<file path="config.mk">
export PLATFORM = sky130hd
export DESIGN_NAME = ram_arbiter
export DESIGN_NICKNAME = d
export VERILOG_FILES = /design/src/rtl/ram_arbiter.sv
export SDC_FILE = /design/constraint.sdc
export NUM_CORES = 1
export LEC_CHECK = 0
export ABC_AREA = 1
export BUFFER_PORTS_ARGS = -buffer_cell sky130_fd_sc_hd__buf_2
export CAP_MARGIN = 20
export CELL_PAD_IN_SITES_DETAIL_PLACEMENT = 0
export CELL_PAD_IN_SITES_GLOBAL_PLACEMENT = 1
export CORE_UTILIZATION = 37
export DETAILED_ROUTE_END_ITERATION = 12
export GPL_TIMING_DRIVEN = 0
export PLACE_DENSITY_LB_ADDON = 0.1
export SYNTH_ARGS = -nofsm -noshare
export SYNTH_HDL_FRONTEND = slang
export SYNTH_SLANG_ARGS = --single-unit
export TNS_END_PERCENT = 10
</file>
<file path="constraint.sdc">
create_clock -name clock -period 2.15 [get_ports clock]
set_input_delay 0.43 -clock clock [delete_from_list [all_inputs] [get_ports clock]]
set_output_delay 0.43 -clock clock [all_outputs]
set_load 0.02 [all_outputs]
</file>
<file path="src/rtl/ram_arbiter.sv">
// Two-master arbiter for the single-port data RAM: IDLE -> ISSUE -> WAIT -> RESPOND, registered outputs.
// Define RAM_ARBITER_FIXED_PRIORITY_EN to make master 0 win every tie instead of round-robin.
module ram_arbiter #(
  parameter int ADDRESS_WIDTH = 10,
  parameter int DATA_WIDTH    = 32,
  parameter int RAM_LATENCY   = 1
) (
  input  logic                      clock,
  input  logic                      reset,
  input  logic                      m0_request,
  input  logic                      m0_write,
  input  logic [ADDRESS_WIDTH-1:0]  m0_address,
  input  logic [DATA_WIDTH-1:0]     m0_write_data,
  input  logic [DATA_WIDTH/8-1:0]   m0_byte_select,
  output logic                      m0_ready,
  output logic [DATA_WIDTH-1:0]     m0_read_data,
  input  logic                      m1_request,
  input  logic                      m1_write,
  input  logic [ADDRESS_WIDTH-1:0]  m1_address,
  input  logic [DATA_WIDTH-1:0]     m1_write_data,
  input  logic [DATA_WIDTH/8-1:0]   m1_byte_select,
  output logic                      m1_ready,
  output logic [DATA_WIDTH-1:0]     m1_read_data,
  output logic                      ram_enable,
  output logic                      ram_write,
  output logic [ADDRESS_WIDTH-1:0]  ram_address,
  output logic [DATA_WIDTH-1:0]     ram_write_data,
  output logic [DATA_WIDTH/8-1:0]   ram_byte_select,
  input  logic [DATA_WIDTH-1:0]     ram_read_data,
  output logic                      grant_owner,
  output logic                      busy
);

  localparam int BW = DATA_WIDTH / 8;
  localparam logic [3:0] LATENCY = 4'(RAM_LATENCY);

  typedef enum logic [1:0] {
    ST_IDLE    = 2'd0,
    ST_ISSUE   = 2'd1,
    ST_WAIT    = 2'd2,
    ST_RESPOND = 2'd3
  } state_t;

  state_t                   state_q, state_d;
  logic [3:0]               cnt_q, cnt_d;
  logic                     owner_q, owner_d;
  logic                     write_q, write_d;
  logic [ADDRESS_WIDTH-1:0] addr_q, addr_d;
  logic [DATA_WIDTH-1:0]    wdata_q, wdata_d;
  logic [BW-1:0]            bsel_q, bsel_d;

  logic                     ram_enable_q, ram_enable_d;
  logic                     ram_write_q, ram_write_d;
  logic [ADDRESS_WIDTH-1:0] ram_address_q, ram_address_d;
  logic [DATA_WIDTH-1:0]    ram_write_data_q, ram_write_data_d;
  logic [BW-1:0]            ram_byte_select_q, ram_byte_select_d;
  logic                     grant_owner_q, grant_owner_d;
  logic                     busy_q, busy_d;
  logic                     m0_ready_q, m0_ready_d;
  logic                     m1_ready_q, m1_ready_d;
  logic [DATA_WIDTH-1:0]    m0_read_data_q, m0_read_data_d;
  logic [DATA_WIDTH-1:0]    m1_read_data_q, m1_read_data_d;

  logic grant_m1;
  logic capture;

`ifdef RAM_ARBITER_FIXED_PRIORITY_EN
  // Master 0 wins every tie; master 1 only gets the RAM when master 0 is quiet
  always_comb begin
    grant_m1 = m1_request & ~m0_request;
  end
`else
  logic rr_q, rr_d;

  // Tie-break pointer: 0 favours master 0; after each transaction it points at the non-owner
  always_comb begin
    grant_m1 = m1_request & (~m0_request | rr_q);
    rr_d     = (state_q == ST_RESPOND) ? ~owner_q : rr_q;
  end

  // Round-robin pointer register
  always_ff @(posedge clock or negedge reset) begin
    if (!reset) begin
      rr_q <= 1'b0;
    end else begin
      rr_q <= rr_d;
    end
  end
`endif

  // Next-state logic; the request is latched on grant so later master-side changes are ignored
  always_comb begin
    state_d = state_q;
    cnt_d   = cnt_q;
    owner_d = owner_q;
    write_d = write_q;
    addr_d  = addr_q;
    wdata_d = wdata_q;
    bsel_d  = bsel_q;
    case (state_q)
      ST_IDLE: begin
        if (m0_request | m1_request) begin
          state_d = ST_ISSUE;
          owner_d = grant_m1;
          write_d = grant_m1 ? m1_write       : m0_write;
          addr_d  = grant_m1 ? m1_address     : m0_address;
          wdata_d = grant_m1 ? m1_write_data  : m0_write_data;
          bsel_d  = grant_m1 ? m1_byte_select : m0_byte_select;
        end else begin
          state_d = ST_IDLE;
        end
      end
      ST_ISSUE: begin
        cnt_d   = LATENCY;
        state_d = ST_WAIT;
      end
      ST_WAIT: begin
        if (cnt_q <= 4'd1) begin
          cnt_d   = 4'd0;
          state_d = ST_RESPOND;
        end else begin
          cnt_d   = cnt_q - 4'd1;
        end
      end
      ST_RESPOND: begin
        state_d = ST_IDLE;
      end
      default: begin
        state_d = ST_IDLE;
        cnt_d   = 4'd0;
      end
    endcase
  end

  // Output logic: every output is the registered image of the state being entered
  always_comb begin
    ram_enable_d      = (state_d == ST_ISSUE);
    ram_write_d       = ram_enable_d ? write_d : 1'b0;
    ram_address_d     = ram_enable_d ? addr_d  : {ADDRESS_WIDTH{1'b0}};
    ram_write_data_d  = ram_enable_d ? wdata_d : {DATA_WIDTH{1'b0}};
    ram_byte_select_d = ram_enable_d ? bsel_d  : {BW{1'b0}};
    busy_d            = (state_d != ST_IDLE);
    grant_owner_d     = busy_d ? owner_d : 1'b0;
    m0_ready_d        = (state_d == ST_RESPOND) & ~owner_d;
    m1_ready_d        = (state_d == ST_RESPOND) &  owner_d;
    capture           = (state_q == ST_WAIT) & (state_d == ST_RESPOND) & ~write_q;
    m0_read_data_d    = (capture & ~owner_q) ? ram_read_data : m0_read_data_q;
    m1_read_data_d    = (capture &  owner_q) ? ram_read_data : m1_read_data_q;
  end

  // State, latched request and registered outputs; reset aborts any access in flight
  always_ff @(posedge clock or negedge reset) begin
    if (!reset) begin
      state_q           <= ST_IDLE;
      cnt_q             <= 4'd0;
      owner_q           <= 1'b0;
      write_q           <= 1'b0;
      addr_q            <= {ADDRESS_WIDTH{1'b0}};
      wdata_q           <= {DATA_WIDTH{1'b0}};
      bsel_q            <= {BW{1'b0}};
      ram_enable_q      <= 1'b0;
      ram_write_q       <= 1'b0;
      ram_address_q     <= {ADDRESS_WIDTH{1'b0}};
      ram_write_data_q  <= {DATA_WIDTH{1'b0}};
      ram_byte_select_q <= {BW{1'b0}};
      grant_owner_q     <= 1'b0;
      busy_q            <= 1'b0;
      m0_ready_q        <= 1'b0;
      m1_ready_q        <= 1'b0;
      m0_read_data_q    <= {DATA_WIDTH{1'b0}};
      m1_read_data_q    <= {DATA_WIDTH{1'b0}};
    end else begin
      state_q           <= state_d;
      cnt_q             <= cnt_d;
      owner_q           <= owner_d;
      write_q           <= write_d;
      addr_q            <= addr_d;
      wdata_q           <= wdata_d;
      bsel_q            <= bsel_d;
      ram_enable_q      <= ram_enable_d;
      ram_write_q       <= ram_write_d;
      ram_address_q     <= ram_address_d;
      ram_write_data_q  <= ram_write_data_d;
      ram_byte_select_q <= ram_byte_select_d;
      grant_owner_q     <= grant_owner_d;
      busy_q            <= busy_d;
      m0_ready_q        <= m0_ready_d;
      m1_ready_q        <= m1_ready_d;
      m0_read_data_q    <= m0_read_data_d;
      m1_read_data_q    <= m1_read_data_d;
    end
  end

  assign ram_enable      = ram_enable_q;
  assign ram_write       = ram_write_q;
  assign ram_address     = ram_address_q;
  assign ram_write_data  = ram_write_data_q;
  assign ram_byte_select = ram_byte_select_q;
  assign grant_owner     = grant_owner_q;
  assign busy            = busy_q;
  assign m0_ready        = m0_ready_q;
  assign m1_ready        = m1_ready_q;
  assign m0_read_data    = m0_read_data_q;
  assign m1_read_data    = m1_read_data_q;

endmodule

</file>
## Word level (Yosys, flattened, before mapping)

Cells that the tools add are included.

| storage, ports and cells | value |
|---|---|
| output and inout port bits | 116 |
| logic and storage cells | 66 |
| flip-flop bits (word level) | 171 |

| operators by class | value |
|---|---|
| magnitude comparators | 1 |
| muxes and demuxes | 24 |
| add/subtract/negate cells | 1 |
| equal/unequal tests | 5 |
| bitwise gates (word level) | 13 |
| reductions and logical operators | 3 |

Operators by type and width:

| cell | count |
|---|---|
| $mux W32 | 4 |
| $mux W10 | 4 |
| $mux W4 | 5 |
| $mux W1 | 8 |
| $pmux W2 S4 | 1 |
| $pmux W4 S2 | 1 |
| $and A1 B1 Y1 | 7 |
| $eq A2 B2 Y1 const B | 3 |
| $eq A2 B1 Y1 const B | 2 |
| $le A4 B1 Y1 const B | 1 |
| $not A1 Y1 | 4 |
| $reduce_bool A2 Y1 | 2 |
| $sub A4 B1 Y4 const B | 1 |
| $logic_not A2 Y1 | 1 |
| $mux W2 | 1 |
| $or A1 B1 Y1 | 2 |

## Longest topological paths before layout

Gate-level depths: netlist (run 1).

| depth | value |
|---|---|
| word-level depth | 7 |
| depth in mapped cells | 12 |
| mapped depth without buffers | 11 |

## Least setup slack after synthesis (run 1)

OpenSTA, ideal clock, no wires.

| timing path | value |
|---|---|
| path kind | reg2reg |
| from | register state_q[0] |
| to | register m0_read_data_q[12], in the netlist m0_read_data[12] |
| buffers on the path | 3 |
| period minus slack after synthesis | 1.590 ns |
| required time | 2.084 ns |
| setup time | 0.066 ns |
| stages on the path, launching flop included | 10 |
| arrival time | 1.523 ns |
| path slack | 0.560 ns |
| cells stage by stage | dfrtp_1 -> inv_1 -> ha_1 -> buf_2 -> nand2_1 -> nor2_4 -> buf_4 -> buf_4 -> nand4_1 -> nand2_1 |

| between the ends | value |
|---|---|
| cells in the longest elaborated chain, start to end | 6 |

RTL lines:

| what | RTL line | RTL |
|---|---|---|
| start: declaration | 44 | `state_t state_q, state_d;` |
| start signal: assignment | 173 | `state_q <= state_d;` |
| $eq A2 B2 Y1, or another cell as far along | 100 | `case (state_q)` |
| $pmux W2 S4 (*) | 100 |  |
| named net state_d[1] | 44 |  |
| $eq A2 B2 Y1 (*) | 146 | `capture = (state_q == ST_WAIT) & (state_d == ST_RESPOND) & ~write_q;` |
| $and A1 B1 Y1 (*) (2 in series) | 146 |  |
| $and A1 B1 Y1 (*) | 147 | `m0_read_data_d = (capture & ~owner_q) ? ram_read_data : m0_read_data_q;` |
| end signal: assignment | 170 | `m0_read_data_q <= {DATA_WIDTH{1'b0}};` |
| end signal: assignment | 189 | `m0_read_data_q <= m0_read_data_d;` |
| end: declaration | 61 | `logic [DATA_WIDTH-1:0] m0_read_data_q, m0_read_data_d;` |

The timed path passes the listed nets; every way through them passes the cells marked *.
A chain may end at the register's enable or synchronous reset.

## Final worst setup path (run 1)

| timing path | value |
|---|---|
| from | register state_q[0] |
| to | register m0_read_data_q[14], in the netlist m0_read_data[14] |

The elaborated chain is that of the path after synthesis.

==> results_dict.tcl, run 1 <==
set metrics [dict create \
    end_kind "flop" \
    fin_util_pct 49.11 \
    yosys_warnings 0 \
    slew_violations 0 \
    yosysSeqAreaShare_pct 60.68 \
    power_density_nw_per_um2 1531 \
    clkLatencyLatePin_ns 0.42 \
    power_leakage_uw 0.005063 \
    ff_latch_area_um2 4279 \
    area_growth_pct 30.27 \
    fmax_mhz 520.6 \
    track_usage_pct 19.50 \
    critPathCapture "m0_read_data[14]" \
    synth_top_area_share_pct 60.68 \
    ir_drop_mv 0.7094 \
    hold_path_class "primary input to flop" \
    port_buffers 245 \
    wl_met1_um 8250 \
    vias 5931 \
    final_hold_viol_count 0 \
    fin_area_um2 9186 \
    htreeDepth 4 \
    setup_ws_ns 0.2293 \
    post-place-ws_ns 0.2444 \
    ios 246 \
    cts_setup_buffers 0 \
    numCtsBuffers 17 \
    rsz0062_at_grt "no" \
    maxSlewHeadroom_pct 61.93 \
    crit_fanout 10 \
    grt_pass1_vias 5759 \
    r2r-end "m0_read_data[14]" \
    syn-cell-area_um2 7052 \
    dp_hpwl_um 13520 \
    viasPerCell 4.670 \
    setup_viol 0 \
    synth.most_common_cell "nand2_1" \
    reg2reg_depth 9 \
    row_count 50 \
    r2r_slack_ns 0.23 \
    async_reset_ff_share_pct 100.0 \
    critPathLaunchType "flop" \
    grt_pass1_wl_um 29790 \
    dpl_cell_area_um2 8608 \
    drc_errors 0 \
    overflow 0 \
    syn_inst 756 \
    drt_pass1_iterations 4 \
    min_period_ns 1.921 \
    synth-seq-cells 171 \
    clk_pin_slew_ns 0.07 \
    wirelength_um 18400 \
    clock-sinks 171 \
    critPathLaunch "state_q[0]" \
    synth_cell_types 25 \
    wl_met3_um 1374 \
    synth_common_cells "nand2_1 (232), dfrtp_1 (171), nand4_1 (64), inv_1 (61), nand3_1 (49)" \
    syn_nets 892 \
    multi_input_area_um2 2203 \
    die_h_um 140.1 \
    drive_above_1_share_pct 33.62 \
    yosysTopAreaCell "dfrtp_1" \
    clockRootBuffer "clkbuf_16" \
    routed-wl-met2_um 8535 \
    fin_skew_ns 0.009616 \
    finalSetupTns_ns 0 \
    synth_edf_count 0 \
    drtIter0Drc 223 \
    fillers 1885 \
    r2r-start "state_q[0]" \
    cts_resized 0 \
    crit_required_ns 2.51 \
    avgSynthCellArea_um2 9.328 \
    antenna_found_initial 2 \
    wl_per_cell_um 14.48 \
    period_share_pct 89.33 \
    synth_ff_type "dfrtp_1" \
    cap_viol_max_count 0 \
    final_nets 1158 \
    die_x_um 140.1 \
    tightest_slew_ns 0.5710 \
    detail-route-antenna-nets 0 \
    tritoncts "yes" \
    clockBufferDepth 2 \
    setup.worst_path.class "flop to flop" \
    start_util_pct 37.70 \
    gp_congestion 0.7674 \
    fp.dieArea_um2 19620 \
    status "finished clean" \
    grt_max_degree 99 \
    top_layer "met5" \
    synth_area_leaders "dfrtp_1 (61%), nand2_1 (12%), nand4_1 (5.7%)" \
    cp.arrival_ns 2.28 \
    total_power_uw 14070 \
    core_um2 18710 \
]
[cell usage in the layout (no fill, tap or decap), drive strengths merged]
master	count
nor2	54
nand2	235
nand4	64
inv	71
o22ai	3
nor3	1
clkinvlp	2
dlygate4sd3	1
o21ai	49
buf	293
a21oi	5
clkinv	4
clkbuf	24
diode	1
nand3	51
ha	6
dfrtp	171
xor2	1
[routing by layer]
| layer | track usage [%] | vias to the layer above |
|---|---|---|
| li1 | - | 2974 |
| met1 | 25.12 | 2755 |
| met2 | 31.16 | 182 |
| met3 | 6.291 | 18 |
| met4 | 6.189 | 2 |
| met5 | 0 | - |
[per-stage QoR]
step	instances	hold WS, ns
CTS	1269	0.2498
detailed placement	1236	0.4316
global route	1269	0.2727
finish	1270	0.2697
global placement	1235	0.4491
floorplan	756	0.1344
[cells by family after synthesis]
family / share of synthesized area (%)
flip-flops: 60.68
AND/OR/NAND/NOR: 25.96
XOR/XNOR: 0.1242
AO/OA/AOI/OAI: 4.099
buffers and inverters: 8.073
adder cells (fa/ha/maj): 1.065
[cell type report]
cell class                      count  area share (%)
Antenna cell                        1         0.02724
Buffer                             53           3.623
Clock buffer                       18           4.781
Clock inverter                     14           1.376
Inverter                           63           2.574
Multi-Input combinational cell    469           23.99
Sequential cell                   171           46.58
Tap cell                          234           3.187
Timing Repair Buffer              247           13.87
[report_power, final]
group / switching (µW) / leakage [µW] / total, µW / internal, µW
Sequential: 495 / 0.00215 / 5010 / 4520
Clock: 1380 / 0.000276 / 2940 / 1560
Combinational: 4100 / 0.00264 / 6120 / 2010
[state kept, by name, indices dropped and copies added (netlist names)]
register	cells
addr_q	10
bsel_q	4
busy	1
cnt_q	4
grant_owner	1
m0_read_data	32
m0_ready	1
m1_read_data	32
m1_ready	1
owner_q	1
ram_address	10
ram_byte_select	4
ram_enable	1
ram_write	1
ram_write_data	32
rr_q	1
state_q	2
wdata_q	32
write_q	1
[critical path: stages (launching register included)]
cell and delay (ns):
dfrtp_1 0.36, inv_1 0.10, ha_1 0.30, buf_2 0.18
nand2_1 0.12, nor2_4 0.15, buf_4 0.20, buf_4 0.19
nand4_1 0.15, nand2_1 0.11
[what timing repair did]
action                                 4_1_cts  5_1_grt
setup endpoints to repair                    0        0
endpoints found under the hold margin       23        0
hold buffers                                 1        0
[worst min path at each step]
stage / endpoint / start / slack (ns) / depth (start not counted)
after floorplan: addr_q[0] / reset / 0.13 / 0
after CTS: m0_read_data[21] / ram_read_data[21] / 0.25 / 3
after detailed placement: m1_read_data[9] / reset / 0.43 / 1
after global placement: m0_read_data[1] / m0_read_data[1] / 0.45 / 2
final: m0_read_data[21] / ram_read_data[21] / 0.27 / 3
after global routing: m1_read_data[15] / ram_read_data[15] / 0.27 / 3
(Power assumes the default switching activity.)
==> run 2, diff against run 1 <==
--- a/config.mk
+++ b/config.mk
@@ -8,13 +8,12 @@
 export ABC_AREA = 1
 export BUFFER_PORTS_ARGS = -buffer_cell sky130_fd_sc_hd__buf_2
 export CAP_MARGIN = 20
-export CELL_PAD_IN_SITES_DETAIL_PLACEMENT = 0
-export CELL_PAD_IN_SITES_GLOBAL_PLACEMENT = 1
-export CORE_UTILIZATION = 37
+export CELL_PAD_IN_SITES_DETAIL_PLACEMENT = 1
+export CELL_PAD_IN_SITES_GLOBAL_PLACEMENT = 2
+export CORE_UTILIZATION = 29
 export DETAILED_ROUTE_END_ITERATION = 12
 export GPL_TIMING_DRIVEN = 0
 export PLACE_DENSITY_LB_ADDON = 0.1
 export SYNTH_ARGS = -nofsm -noshare
 export SYNTH_HDL_FRONTEND = slang
 export SYNTH_SLANG_ARGS = --single-unit
-export TNS_END_PERCENT = 10
==> results_dict.tcl, run 2 (synthesis gave the netlist of run 1 again) <==
set metrics [dict create \
    min_period_ns 1.960 \
    wl_per_cell_um 16.12 \
    clockRootBuffer "clkbuf_16" \
    antenna_found_initial 0 \
    clk_pin_slew_ns 0.07 \
    crit_path_frequent_cell "inv_1" \
    track_usage_pct 18.18 \
    power_leakage_uw 0.005038 \
    fillers 2876 \
    sw_frac_of_total_pct 42.72 \
    netSwitchingPower_uw 6088 \
    grt_pass1_wl_um 34300 \
    final_hold_viol_count 0 \
    clkLatencyLatePin_ns 0.42 \
    hold_path_class "primary input to async pin" \
    core_um2 23680 \
    tritoncts "yes" \
    ios 246 \
    r2r-start "state_q[0]" \
    drc_errors 0 \
    row_count 56 \
    clockBufferDepth 2 \
    hold_slack_ns 0.04308 \
    crit_path_top_delay_cell "dfrtp_1" \
    crit_fanout 10 \
    overflow 0 \
    fin_skew_ns 0.01269 \
    setup.worst_path.class "flop to flop" \
    hold_buffers 0 \
    final_common_cell "buf_2" \
    comb_power_share_pct 43.8 \
    worstPathCellList "inv_1 > ha_1 > inv_1 > nor2_2 > buf_4 > buf_2 > nand3_1 > o21ai_1 > inv_1" \
    port_buffers 245 \
    drt_pass1_iterations 4 \
    critPathLaunch "state_q[0]" \
    setup_viol 0 \
    end_kind "flop" \
    mostFrequentLayoutCells "buf_2 (267), nand2_1 (232), dfrtp_1 (171)" \
    tightest_slew_ns 0.7438 \
    maxSlewHeadroom_pct 50.42 \
    drtIter0Drc 257 \
    die_h_um 157.9 \
    gp_congestion 0.7512 \
    status "finished clean" \
    rsz0062_at_grt "no" \
    crit_required_ns 2.45 \
    cts_resized 0 \
    dp_hpwl_um 16240 \
    slew_violations 0 \
    cts_setup_buffers 0 \
    fp.dieArea_um2 24940 \
    critPathLaunchType "flop" \
    clkPwrFrac_pct 20.9 \
    start_util_pct 29.78 \
    htreeDepth 4 \
    fin_util_pct 39.17 \
    cap_viol_max_count 0 \
    numCtsBuffers 17 \
    period_share_pct 91.14 \
    p_seq_share_pct 35.3 \
    wirelength_um 21830 \
    detail-route-antenna-nets 0 \
    drive_above_1_share_pct 33.49 \
    ir_drop_mv 0.5778 \
    clock-sinks 171 \
    total_power_uw 14250 \
    grt_pass1_vias 6361 \
    power_density_nw_per_um2 1536 \
    die_x_um 157.9 \
    area_growth_pct 31.56 \
    grt_max_degree 97 \
    viasPerCell 4.434 \
    vias 6004 \
    fmax_mhz 510.3 \
    final_nets 1157 \
    p_int_uw 8164 \
    cp_slowest_stage_delay_ns 0.40 \
    cp.arrival_ns 2.26 \
]
[run 2: changes by cell type in the layout (fill, tap and decap cells not counted)]
cell           change
bufinv_16          +1
clkbuf_1           +1
clkinv_4           -2
clkinvlp_4         +4
diode_2            +1
dlygate4sd3_1      -1
inv_6              -1
inv_8              -4
[run 2: layer usage]
metal | track usage (%) | share of wire, % | vias up | wire length (µm)
met1 | 23.20 | 45 | 2873 | 9803
li1 | - | - | 2950 | -
met3 | 6.022 | 7.3 | 15 | 1600
met4 | 4.762 | 1.1 | 0 | 231
met2 | 29.47 | 47 | 166 | 10190
met5 | 0 | 0 | - | 0
[run 2: cell type report]
cell class	instances	area (µm²)	share of cell area [%]
Antenna cell	2	5.005	0.05394
Buffer	53	332.8	3.587
Clock buffer	19	442.9	4.774
Clock inverter	12	115.1	1.241
Inverter	63	236.5	2.549
Multi-Input combinational cell	469	2203	23.75
Sequential cell	171	4279	46.12
Tap cell	319	399.1	4.302
Timing Repair Buffer	246	1264	13.62
[run 2: worst paths after layout]
check	endpoint	slack, ns	cells past startpoint
max reg2reg	wdata_q[27]	0.19	9
min in group clock	m0_read_data[12]	0.28	3
min	m1_read_data[23]	0.04	1
max in group asynchronous	ram_write_data[0]	1.24	2
min reg2reg	m1_read_data[31]	0.47	2
max	wdata_q[27]	0.19	9
[run 2: power by group through the flow]
stage	Sequential, µW	Clock [µW]	Combinational (µW)
floorplan	5960	0	3280
global placement	5060	0	6300
detailed placement	5080	0	6400
CTS	5040	3080	6400
global route	5170	3200	7050
finish	5030	2980	6250
[run 2: stage by stage]
stage / setup slack, ns / setup TNS (ns) / instance area, µm² / instances
CTS: 0.1284 / 0 / 9273 / 1352
detailed placement: 0.1549 / 0 / 8715 / 1321
global placement: -2.273 / -385.01 / 8677 / 1320
finish: 0.1904 / 0 / 9278 / 1354
global route: 0.003577 / 0 / 9273 / 1352
floorplan: 0.5605 / 0 / 7052 / 756
[run 2: critical path, delay by kind of cell, from the launching register on]
kind            cells  cell delay (ns)
flops               1             0.40
buf+inv             5             0.78
simple gates        2             0.34
compound gates      1             0.15
fa+ha+maj           1             0.17
